==> src/rtl/avr_seq_pkg.sv <==
// Shared constants for the AVR-side SRAM burst sequencer: one-hot state codes,
// default widths and the idle level of every cartridge control pin.
package avr_seq_pkg;

  localparam int DEF_ADDR_W        = 24;
  localparam int DEF_LEN_W         = 8;
  localparam int DEF_STROBE_CYCLES = 2;

  localparam int ST_W = 7;
  localparam logic [ST_W-1:0] ST_IDLE    = 7'b000_0001;
  localparam logic [ST_W-1:0] ST_SHIFT   = 7'b000_0010;
  localparam logic [ST_W-1:0] ST_LATCH   = 7'b000_0100;
  localparam logic [ST_W-1:0] ST_STROBE  = 7'b000_1000;
  localparam logic [ST_W-1:0] ST_RECOVER = 7'b001_0000;
  localparam logic [ST_W-1:0] ST_INC     = 7'b010_0000;
  localparam logic [ST_W-1:0] ST_DONE    = 7'b100_0000;

  typedef enum logic [ST_W-1:0] {
    S_IDLE    = ST_IDLE,
    S_SHIFT   = ST_SHIFT,
    S_LATCH   = ST_LATCH,
    S_STROBE  = ST_STROBE,
    S_RECOVER = ST_RECOVER,
    S_INC     = ST_INC,
    S_DONE    = ST_DONE
  } state_t;

  localparam logic SI_IDLE        = 1'b0;
  localparam logic SREG_EN_N_IDLE = 1'b1;
  localparam logic OE_N_IDLE      = 1'b1;
  localparam logic WE_N_IDLE      = 1'b1;
  localparam logic COUNTER_N_IDLE = 1'b1;
  localparam logic SNES_MODE_IDLE = 1'b0;

endpackage

==> src/rtl/avr_addr_shifter.sv <==
// Serialises a start address MSB first onto si with sreg_en_n low for ADDR_W cycles.
// Starts on the load edge; last flags the final bit so the caller can leave SHIFT.
module avr_addr_shifter
  import avr_seq_pkg::*;
#(
  parameter int ADDR_W = DEF_ADDR_W
) (
  input  logic              avr_clk,
  input  logic              avr_reset_n,
  input  logic              load,
  input  logic [ADDR_W-1:0] load_addr,
  output logic              si,
  output logic              sreg_en_n,
  output logic              last
);

  localparam int CW = $clog2(ADDR_W);

  logic [ADDR_W-1:0] shreg;
  logic [CW-1:0]     bit_cnt;

  always_ff @(posedge avr_clk) begin
    if (!avr_reset_n) begin
      shreg     <= '0;
      bit_cnt   <= '0;
      si        <= SI_IDLE;
      sreg_en_n <= SREG_EN_N_IDLE;
    end else if (load) begin
      // MSB goes straight to the pin; the rest waits left-aligned in shreg
      si        <= load_addr[ADDR_W-1];
      shreg     <= {load_addr[ADDR_W-2:0], 1'b0};
      bit_cnt   <= CW'(ADDR_W - 1);
      sreg_en_n <= 1'b0;
    end else if (!sreg_en_n) begin
      if (last) begin
        si        <= SI_IDLE;
        sreg_en_n <= SREG_EN_N_IDLE;
      end else begin
        si      <= shreg[ADDR_W-1];
        shreg   <= {shreg[ADDR_W-2:0], 1'b0};
        bit_cnt <= bit_cnt - CW'(1);
      end
    end
  end

  assign last = !sreg_en_n && (bit_cnt == '0);

endmodule

==> src/rtl/avr_sram_sequencer.sv <==
// One SRAM burst from the AVR: shift address, then oe_n/we_n strobe per word; done after
// ADDR_W+STROBE_CYCLES+3+len*(STROBE_CYCLES+2) cycles; busy blocks cmd. AVR_SEQ_SNES_HANDOFF_EN adds SNES handoff.
module avr_sram_sequencer
  import avr_seq_pkg::*;
#(
  parameter int ADDR_W        = DEF_ADDR_W,
  parameter int LEN_W         = DEF_LEN_W,
  parameter int STROBE_CYCLES = DEF_STROBE_CYCLES
) (
  input  logic              avr_clk,
  input  logic              avr_reset_n,
  input  logic              cmd_valid,
  output logic              cmd_ready,
  input  logic              cmd_write,
  input  logic [ADDR_W-1:0] cmd_addr,
  input  logic [LEN_W-1:0]  cmd_len,
  input  logic              snes_mode_req,
  output logic              avr_si,
  output logic              avr_sreg_en_n,
  output logic              avr_oe_n,
  output logic              avr_we_n,
  output logic              avr_counter_n,
  output logic              avr_snes_mode,
  output logic              data_strobe,
  output logic              busy,
  output logic              done
);

  localparam int TW = (STROBE_CYCLES > 1) ? $clog2(STROBE_CYCLES) : 1;
  localparam logic [TW-1:0] STROBE_LAST = TW'(STROBE_CYCLES - 1);

  state_t           state;
  logic             wr;
  logic [LEN_W-1:0] words_left;
  logic [TW-1:0]    timer;
  logic             accept;
  logic             shift_last;

  assign cmd_ready = (state == S_IDLE) && !avr_snes_mode && avr_reset_n;
  assign accept    = cmd_valid && cmd_ready;
  assign busy      = (state != S_IDLE);

  avr_addr_shifter #(.ADDR_W(ADDR_W)) u_shifter (
    .avr_clk     (avr_clk),
    .avr_reset_n (avr_reset_n),
    .load        (accept),
    .load_addr   (cmd_addr),
    .si          (avr_si),
    .sreg_en_n   (avr_sreg_en_n),
    .last        (shift_last)
  );

  always_ff @(posedge avr_clk) begin
    if (!avr_reset_n) begin
      state         <= S_IDLE;
      wr            <= 1'b0;
      words_left    <= '0;
      timer         <= '0;
      avr_oe_n      <= OE_N_IDLE;
      avr_we_n      <= WE_N_IDLE;
      avr_counter_n <= COUNTER_N_IDLE;
      data_strobe   <= 1'b0;
      done          <= 1'b0;
    end else begin
      done          <= 1'b0;
      data_strobe   <= 1'b0;
      avr_counter_n <= COUNTER_N_IDLE;
      case (state)
        S_IDLE: begin
          if (accept) begin
            state      <= S_SHIFT;
            wr         <= cmd_write;
            words_left <= cmd_len;
          end
        end
        S_SHIFT: begin
          if (shift_last) state <= S_LATCH;
        end
        S_LATCH, S_INC: begin
          // Word count drops as we leave INC so all-ones length yields 2^LEN_W words
          if (state == S_INC) words_left <= words_left - LEN_W'(1);
          state       <= S_STROBE;
          timer       <= STROBE_LAST;
          avr_oe_n    <= wr;
          avr_we_n    <= ~wr;
          data_strobe <= (STROBE_CYCLES == 1);
        end
        S_STROBE: begin
          if (timer == '0) begin
            state    <= S_RECOVER;
            avr_oe_n <= OE_N_IDLE;
            avr_we_n <= WE_N_IDLE;
          end else begin
            timer       <= timer - TW'(1);
            data_strobe <= (timer == TW'(1));
          end
        end
        S_RECOVER: begin
          if (words_left != '0) begin
            state         <= S_INC;
            avr_counter_n <= 1'b0;
          end else begin
            state <= S_DONE;
            done  <= 1'b1;
          end
        end
        S_DONE:  state <= S_IDLE;
        default: state <= S_IDLE;
      endcase
    end
  end

`ifdef AVR_SEQ_SNES_HANDOFF_EN
  logic snes_mode;

  // A new command in the same IDLE cycle wins; a request seen mid-burst lands after DONE
  always_ff @(posedge avr_clk) begin
    if (!avr_reset_n) begin
      snes_mode <= SNES_MODE_IDLE;
    end else if (!snes_mode_req) begin
      snes_mode <= 1'b0;
    end else if ((state == S_IDLE && !accept) || state == S_DONE) begin
      snes_mode <= 1'b1;
    end
  end

  assign avr_snes_mode = snes_mode;
`else
  logic unused_snes_req;
  assign unused_snes_req = snes_mode_req;
  assign avr_snes_mode   = SNES_MODE_IDLE;
`endif

endmodule

==> config.mk <==
export PLATFORM = sky130hd
export DESIGN_NAME = avr_sram_sequencer
export DESIGN_NICKNAME = d
export VERILOG_FILES = /design/src/rtl/avr_seq_pkg.sv /design/src/rtl/avr_addr_shifter.sv /design/src/rtl/avr_sram_sequencer.sv
export SDC_FILE = /design/constraint.sdc
export NUM_CORES = 1
export LEC_CHECK = 0
export ABC_AREA = 1
export CORE_MARGIN = 5
export CORE_UTILIZATION = 47
export CTS_CLUSTER_DIAMETER = 200
export DETAILED_ROUTE_END_ITERATION = 8
export PLACE_DENSITY = 0.83
export REMOVE_ABC_BUFFERS = 1
export SETUP_SLACK_MARGIN = 0.2
export SLEW_MARGIN = 20
export SYNTH_ARGS = -nofsm -noshare
export SYNTH_HDL_FRONTEND = slang
export SYNTH_SLANG_ARGS = --single-unit
==> constraint.sdc <==
create_clock -name avr_clk -period 1.3 [get_ports avr_clk]
set_clock_uncertainty 0.15 [all_clocks]
set_input_delay 0.325 -clock avr_clk [delete_from_list [all_inputs] [get_ports avr_clk]]
set_output_delay 0.325 -clock avr_clk [all_outputs]
set_load 0.01 [all_outputs]
==> flow_summary_export.csv, run 1 <==
group,metric,value,unit
cts,cts_buffers,5,
timing,hold_viol_final,0,
yosys,synthCells,350,
placement,finalWeightedCongestion,0.842,
hold_path,min_from,"cmd_valid",
timing,setup_viol,54,
floorplanning,rows,26,
worst_setup_path,path_max_fanout,40,
detailed_routing,wl,8820,µm
cts,clock_latency,320,ps
final_layout,num_antenna_cells,0,
cts,cts_hold_buf,0,
timing,fin_crit,1750,ps
pwr,p_int,4420,µW
yosys,avgSynthCellArea,7.12,µm²
pwr,power.net_switching,3120,µW
worst_setup_path,cp-start-kind,"register",
worst_setup_path,critPathCaptureType,"register",
timing,setup_ws,-450,ps
yosys,synth_top_area_cell,"dfxtp_1",
timing,holdWs,316,ps
yosys,yosysWarnings,0,
global_route,grt-ovfl-total,0,
final_layout,layout_common_cells,"68 x nand2_1, 48 x buf_4, 39 x dfxtp_1",
run_status,violations,"negative setup slack",
cts,cts_tree,"yes",
yosys,ys_seq_area_frac,0.418,
timing,fmax,571,MHz
pwr,combinationalPowerShare,0.545,
pwr,power_switching_share,0.414,
pwr,seq_power_share,0.299,
global_route,grt_max_degree,41,
timing,rsz0062_at_grt,"true",
worst_setup_path,crit_type,"reg2reg",
detailed_routing,via_count,2937,
floorplanning,start_util,0.485,
yosys,syn_area,2490,µm²
detailed_routing,dr.pass1.iters,5,
placement,place_ws,-789,ps
placement,hpwl,4480,µm
cts,clockRootBuffer,"clkbuf_8",
global_route,grt_pass1_vias,2845,
global_route,grt_pass1_wl,12800,µm
yosys,netlist_top_cells_area,"dfxtp_1 42%, nand2_1 13%, o21ai_1 6.8%",
yosys,synth_top_area_frac,0.418,
floorplanning,die_w,82.8,µm
yosys,synth_seq_cells,52,
pwr,ir_drop,0.988,mV
detailed_routing,vias_per_cell,5.54,
cts,clkTransAtPathRegs,110,ps
global_route,antenna_found_initial,0,
floorplanning,die_h,82.8,µm
floorplanning,io_pins,47,
timing,finalSetupTns,-19440,ps
cts,cts_buffer_depth,2,
run_status,outcome,"finished with violations",
detailed_routing,antenna_left,0,
final_layout,drive_gt1_frac,0.452,
detailed_routing,wire_per_inst,16.6,µm
worst_setup_path,worst_ep_required_time,1350,ps
worst_setup_path,arrival,1800,ps
pwr,power_density,1820,nW/µm²
floorplanning,die-area,6860,µm²
cts,htreeDepth,2,
pwr,power,7540,µW
detailed_routing,drc,0,
timing,min_period_over_period,1.35,
final_layout,area_growth,66.0,%
detailed_routing,drt_iter0_markers,227,
run,maxCapViolCount,0,
placement,portBuffers,44,
final_layout,final_nets,499,
worst_setup_path,timing.rr.start,"state[2]",
hold_path,hp-class,"in2reg",
global_route,grt_util_all_layers,0.222,
floorplanning,core_area,5140,µm²
pwr,leakagePower,0.00177,µW
timing,report.final.slew_viol_count,0,
worst_setup_path,critPathLaunch,"state[2]",
pwr,clkPwrFrac,0.156,
final_layout,mostFrequentLayoutCell,"nand2_1",
cts,cts_sinks,52,
yosys,synth_cell_types,30,
final_layout,fillCellCount,328,
-- worst max-delay path, cell delays in order, from the launching register on --
cell and delay, ps:
dfxtp_4 380, nor2_4 120, nand2_2 80, buf_6 120, nor2_4 180, nand3_4 150
buf_12 210, o21ai_2 160, a31oi_1 70
-- registers in the layout (all words and copies together) (netlist names) --
name and count:
avr_counter_n 1, avr_oe_n 1, avr_we_n 1, data_strobe 1, done 1, state 7, timer 1, u_shifter.bit_cnt 5
u_shifter.shreg 23, u_shifter.si 1, u_shifter.sreg_en_n 1, words_left 8, wr 1
-- cell families after synthesis --
group | share of synthesized area
and+or+nand+nor | 0.293
AOI/OAI and AO/OA | 0.173
DFF | 0.418
buffers and inverters | 0.0889
xor gates and xnor gates | 0.0105
adders and majority gates | 0.0151
other | 0.00151
-- power groups by stage --
| stage | registers (µW) | clock network, µW | logic, µW |
|---|---|---|---|
| floorplan | 2200 | 0 | 1600 |
| global placement | 2200 | 0 | 2660 |
| detailed placement | 2220 | 0 | 2740 |
| global route | 2290 | 1230 | 4430 |
| CTS | 2210 | 1170 | 3310 |
| finish | 2260 | 1170 | 4110 |
-- synthesized netlist by cell type --
master     n
nand2_1   84
dfxtp_1   52
nor2_1    38
o21ai_1   34
inv_1     26
a31oi_1   19
nand3_1   19
o21ai_0   10
a21oi_1    8
inv_2      8
buf_2      6
nor3_1     5
o21ai_2    5
clkbuf_1   4
nand2_2    4
buf_4      3
ha_1       3
nand4_1    3
xor2_1     3
buf_6      2
nand2_4    2
nand3_2    2
nor2_2     2
nor2_4     2
buf_1      1
conb_1     1
nand3_4    1
nor3b_1    1
o211ai_1   1
or2_2      1
-- repair_timing --
action	in CTS	in global routing
pin swaps	21	30
setup endpoints to repair	61	61
gates cloned	3	1
buffers inserted	12	11
gates resized for setup	138	67
-- area by class of cell --
type                    count  area [µm²]  area share
inverters                  34         155      0.0375
repair buffers            115        1070       0.259
clock inverters             3        47.5      0.0115
flip-flops and latches     52        1060       0.257
repair inverters            2        13.8     0.00333
multi-input cells         249        1630       0.394
clock buffers               5        68.8      0.0166
well taps                  70        87.6      0.0212
-- final timing paths --
kind | endpoint | slack (ps) | depth (start not counted)
max | u_shifter.si | -450 | 8
min | u_shifter.shreg[1] | 320 | 3
max reg2reg | u_shifter.si | -450 | 8
min reg2reg | u_shifter.shreg[13] | 330 | 2
-- layer usage --
layer	GRT usage	up-vias	routed length, µm
li1	-	1373	-
met1	0.248	1372	3120
met2	0.403	151	4750
met3	0.0426	41	567
met4	0.0996	0	378
met5	0	-	0
-- stage by stage --
step / instances / utilization / cell area [µm²]
after floorplan: 334 / - / 2400
after global placement: 495 / 0.640 / 3290
after detailed placement: 495 / 0.640 / 3290
after CTS: 518 / 0.739 / 3800
after global routing: 530 / 0.805 / 4140
final: 530 / 0.805 / 4140
(Power assumes the default switching activity.)
==> run 2, diff against run 1 <==
- SETUP_SLACK_MARGIN: 0.2 -> default
==> run 2 against run 1 <==
Largest power group unchanged. Power shrank 0.47%. Count of clock-buffer cells in the layout unchanged. Sequential share of layout area up 0.62 points. Hold slack improved by 12 ps. Die area unchanged. Utilization down 1.9 points. The flow still finishes with violations (negative setup slack). Critical endpoint is now busy. Fmax decreased by 0.12%.
==> flow_summary_export.csv, run 2 (same netlist as run 1, synthesis figures left out) <==
group,metric,value,unit
global_route,grt_util_all_layers,0.223,
floorplanning,start_util,0.485,
final_layout,layout_common_cells,"70 x nand2_1, 45 x buf_4, 39 x dfxtp_1",
global_route,grt_pass1_wl,12800,µm
worst_setup_path,arrival,1280,ps
detailed_routing,drc,0,
floorplanning,io_pins,47,
cts,cts_hold_buf,0,
detailed_routing,dr.pass1.iters,5,
cts,cts_buffer_depth,2,
detailed_routing,vias_per_cell,5.50,
detailed_routing,antenna_left,0,
global_route,grt_pass1_vias,2829,
placement,placed_area,3290,µm²
global_route,grt_max_degree,41,
cts,clkTransAtPathRegs,100,ps
timing,fin_crit,1750,ps
pwr,power.net_switching,3060,µW
cts,cts_tree,"yes",
timing,report.final.slew_viol_count,0,
pwr,clkPwrFrac,0.156,
timing,hold_viol_final,0,
worst_setup_path,cp-start-kind,"register",
final_layout,mostFrequentLayoutCell,"nand2_1",
worst_setup_path,worst_ep_required_time,820,ps
floorplanning,die-area,6860,µm²
pwr,power_density,1860,nW/µm²
final_layout,num_antenna_cells,0,
run,maxCapViolCount,0,
detailed_routing,via_count,2893,
detailed_routing,drt_iter0_markers,169,
detailed_routing,wire_per_inst,16.0,µm
pwr,p_int,4450,µW
global_route,antenna_found_initial,0,
cts,htreeDepth,2,
cts,cts_buffers,5,
pwr,power_switching_share,0.408,
final_layout,largestRegisters,"u_shifter.shreg (23), words_left (8), state (7)",
worst_setup_path,path_max_fanout,2,
worst_setup_path,critPathCaptureType,"primary output",
worst_setup_path,crit_type,"reg2out",
worst_setup_path,r2r_setup_slack,-430,ps
timing,holdWs,328,ps
timing,setup_viol,54,
detailed_routing,wl,8390,µm
pwr,combinationalPowerShare,0.542,
pwr,leakagePower,0.00171,µW
floorplanning,core_area,5140,µm²
timing,fmax,571,MHz
final_layout,top_register,"u_shifter.shreg",
pwr,ir_drop,1.06,mV
placement,portBuffers,44,
final_layout,fillCellCount,346,
cts,cts_sinks,52,
final_layout,drive_gt1_frac,0.430,
placement,hpwl,4480,µm
floorplanning,die_w,82.8,µm
final_layout,fin_area,4040,µm²
final_layout,largest_reg_flops,23,
timing,rsz0062_at_grt,"true",
run_status,violations,"negative setup slack",
cts,clock_latency,320,ps
placement,finalWeightedCongestion,0.842,
hold_path,hp-class,"reg2reg",
floorplanning,die_h,82.8,µm
global_route,grt-ovfl-total,0,
timing,min_period_over_period,1.35,
final_layout,final_nets,495,
floorplanning,rows,26,
timing,setup_ws,-452,ps
pwr,seq_power_share,0.301,
run_status,outcome,"finished with violations",
final_layout,area_growth,62.1,%
cts,clockRootBuffer,"clkbuf_8",
-- run 2: path summary, 6_finish.rpt --
kind | cells past startpoint | to | startpoint
worst max-delay path | 6 | busy | state[2]
worst min-delay path | 2 | u_shifter.shreg[13] | u_shifter.shreg[13]
worst max register to register | 9 | u_shifter.shreg[19] | state[2]
worst min register to register | 2 | u_shifter.shreg[13] | u_shifter.shreg[13]
-- run 2: layer usage --
metal | up-vias | part of all wire | wire, µm | GRT usage
li1 | 1363 | - | - | -
met1 | 1355 | 0.37 | 3080 | 0.251
met2 | 131 | 0.53 | 4420 | 0.405
met3 | 44 | 0.056 | 471 | 0.0416
met4 | 0 | 0.049 | 415 | 0.101
met5 | - | 0 | 0 | 0
-- run 2: area by class of cell --
type                            instances  area (µm²)  share of cell area
Clock buffer                            5        68.8              0.0170
Clock inverter                          3        47.5              0.0118
Inverter                               34         153              0.0378
Multi-Input combinational cell        248        1570               0.389
Sequential cell                        52        1060               0.263
Tap cell                               70        87.6              0.0217
Timing Repair Buffer                  112        1030               0.256
Timing Repair inverter                  2        13.8             0.00341
-- run 2: repair_timing --
| action | CTS | global route |
|---|---|---|
| cloned | 3 | 0 |
| pin swaps | 21 | 15 |
| gates resized for setup | 134 | 52 |
| buffers inserted | 12 | 8 |
| endpoints found under the setup margin | 61 | 56 |
-- run 2: stage by stage --
stage | power, µW | setup TNS (ps) | setup slack (ps) | util | cells
floorplan | 3810 | -15270 | -610 | - | 334
global placement | 4860 | -29810 | -783 | 0.640 | 495
detailed placement | 4950 | -31860 | -789 | 0.640 | 495
CTS | 6680 | -15070 | -376 | 0.734 | 518
global route | 7940 | -22490 | -518 | 0.786 | 526
finish | 7510 | -18030 | -452 | 0.786 | 526
-- run 2: critical path, cell delays in order (launching register included) --
cell     delay, ps
dfxtp_4        380
nor2_4         120
nand2_2         80
inv_2           80
nand2_4         60
buf_6          130
buf_6          110
-- run 2: power by group through the flow --
| stage | clock network (µW) | registers [µW] | logic (µW) |
|---|---|---|---|
| 2_1_floorplan | 0 | 2200 | 1600 |
| 3_3_place_gp | 0 | 2200 | 2660 |
| 3_5_place_dp | 0 | 2220 | 2740 |
| 4_1_cts | 1170 | 2210 | 3290 |
| 5_1_grt | 1260 | 2290 | 4390 |
| 6_report | 1170 | 2260 | 4070 |
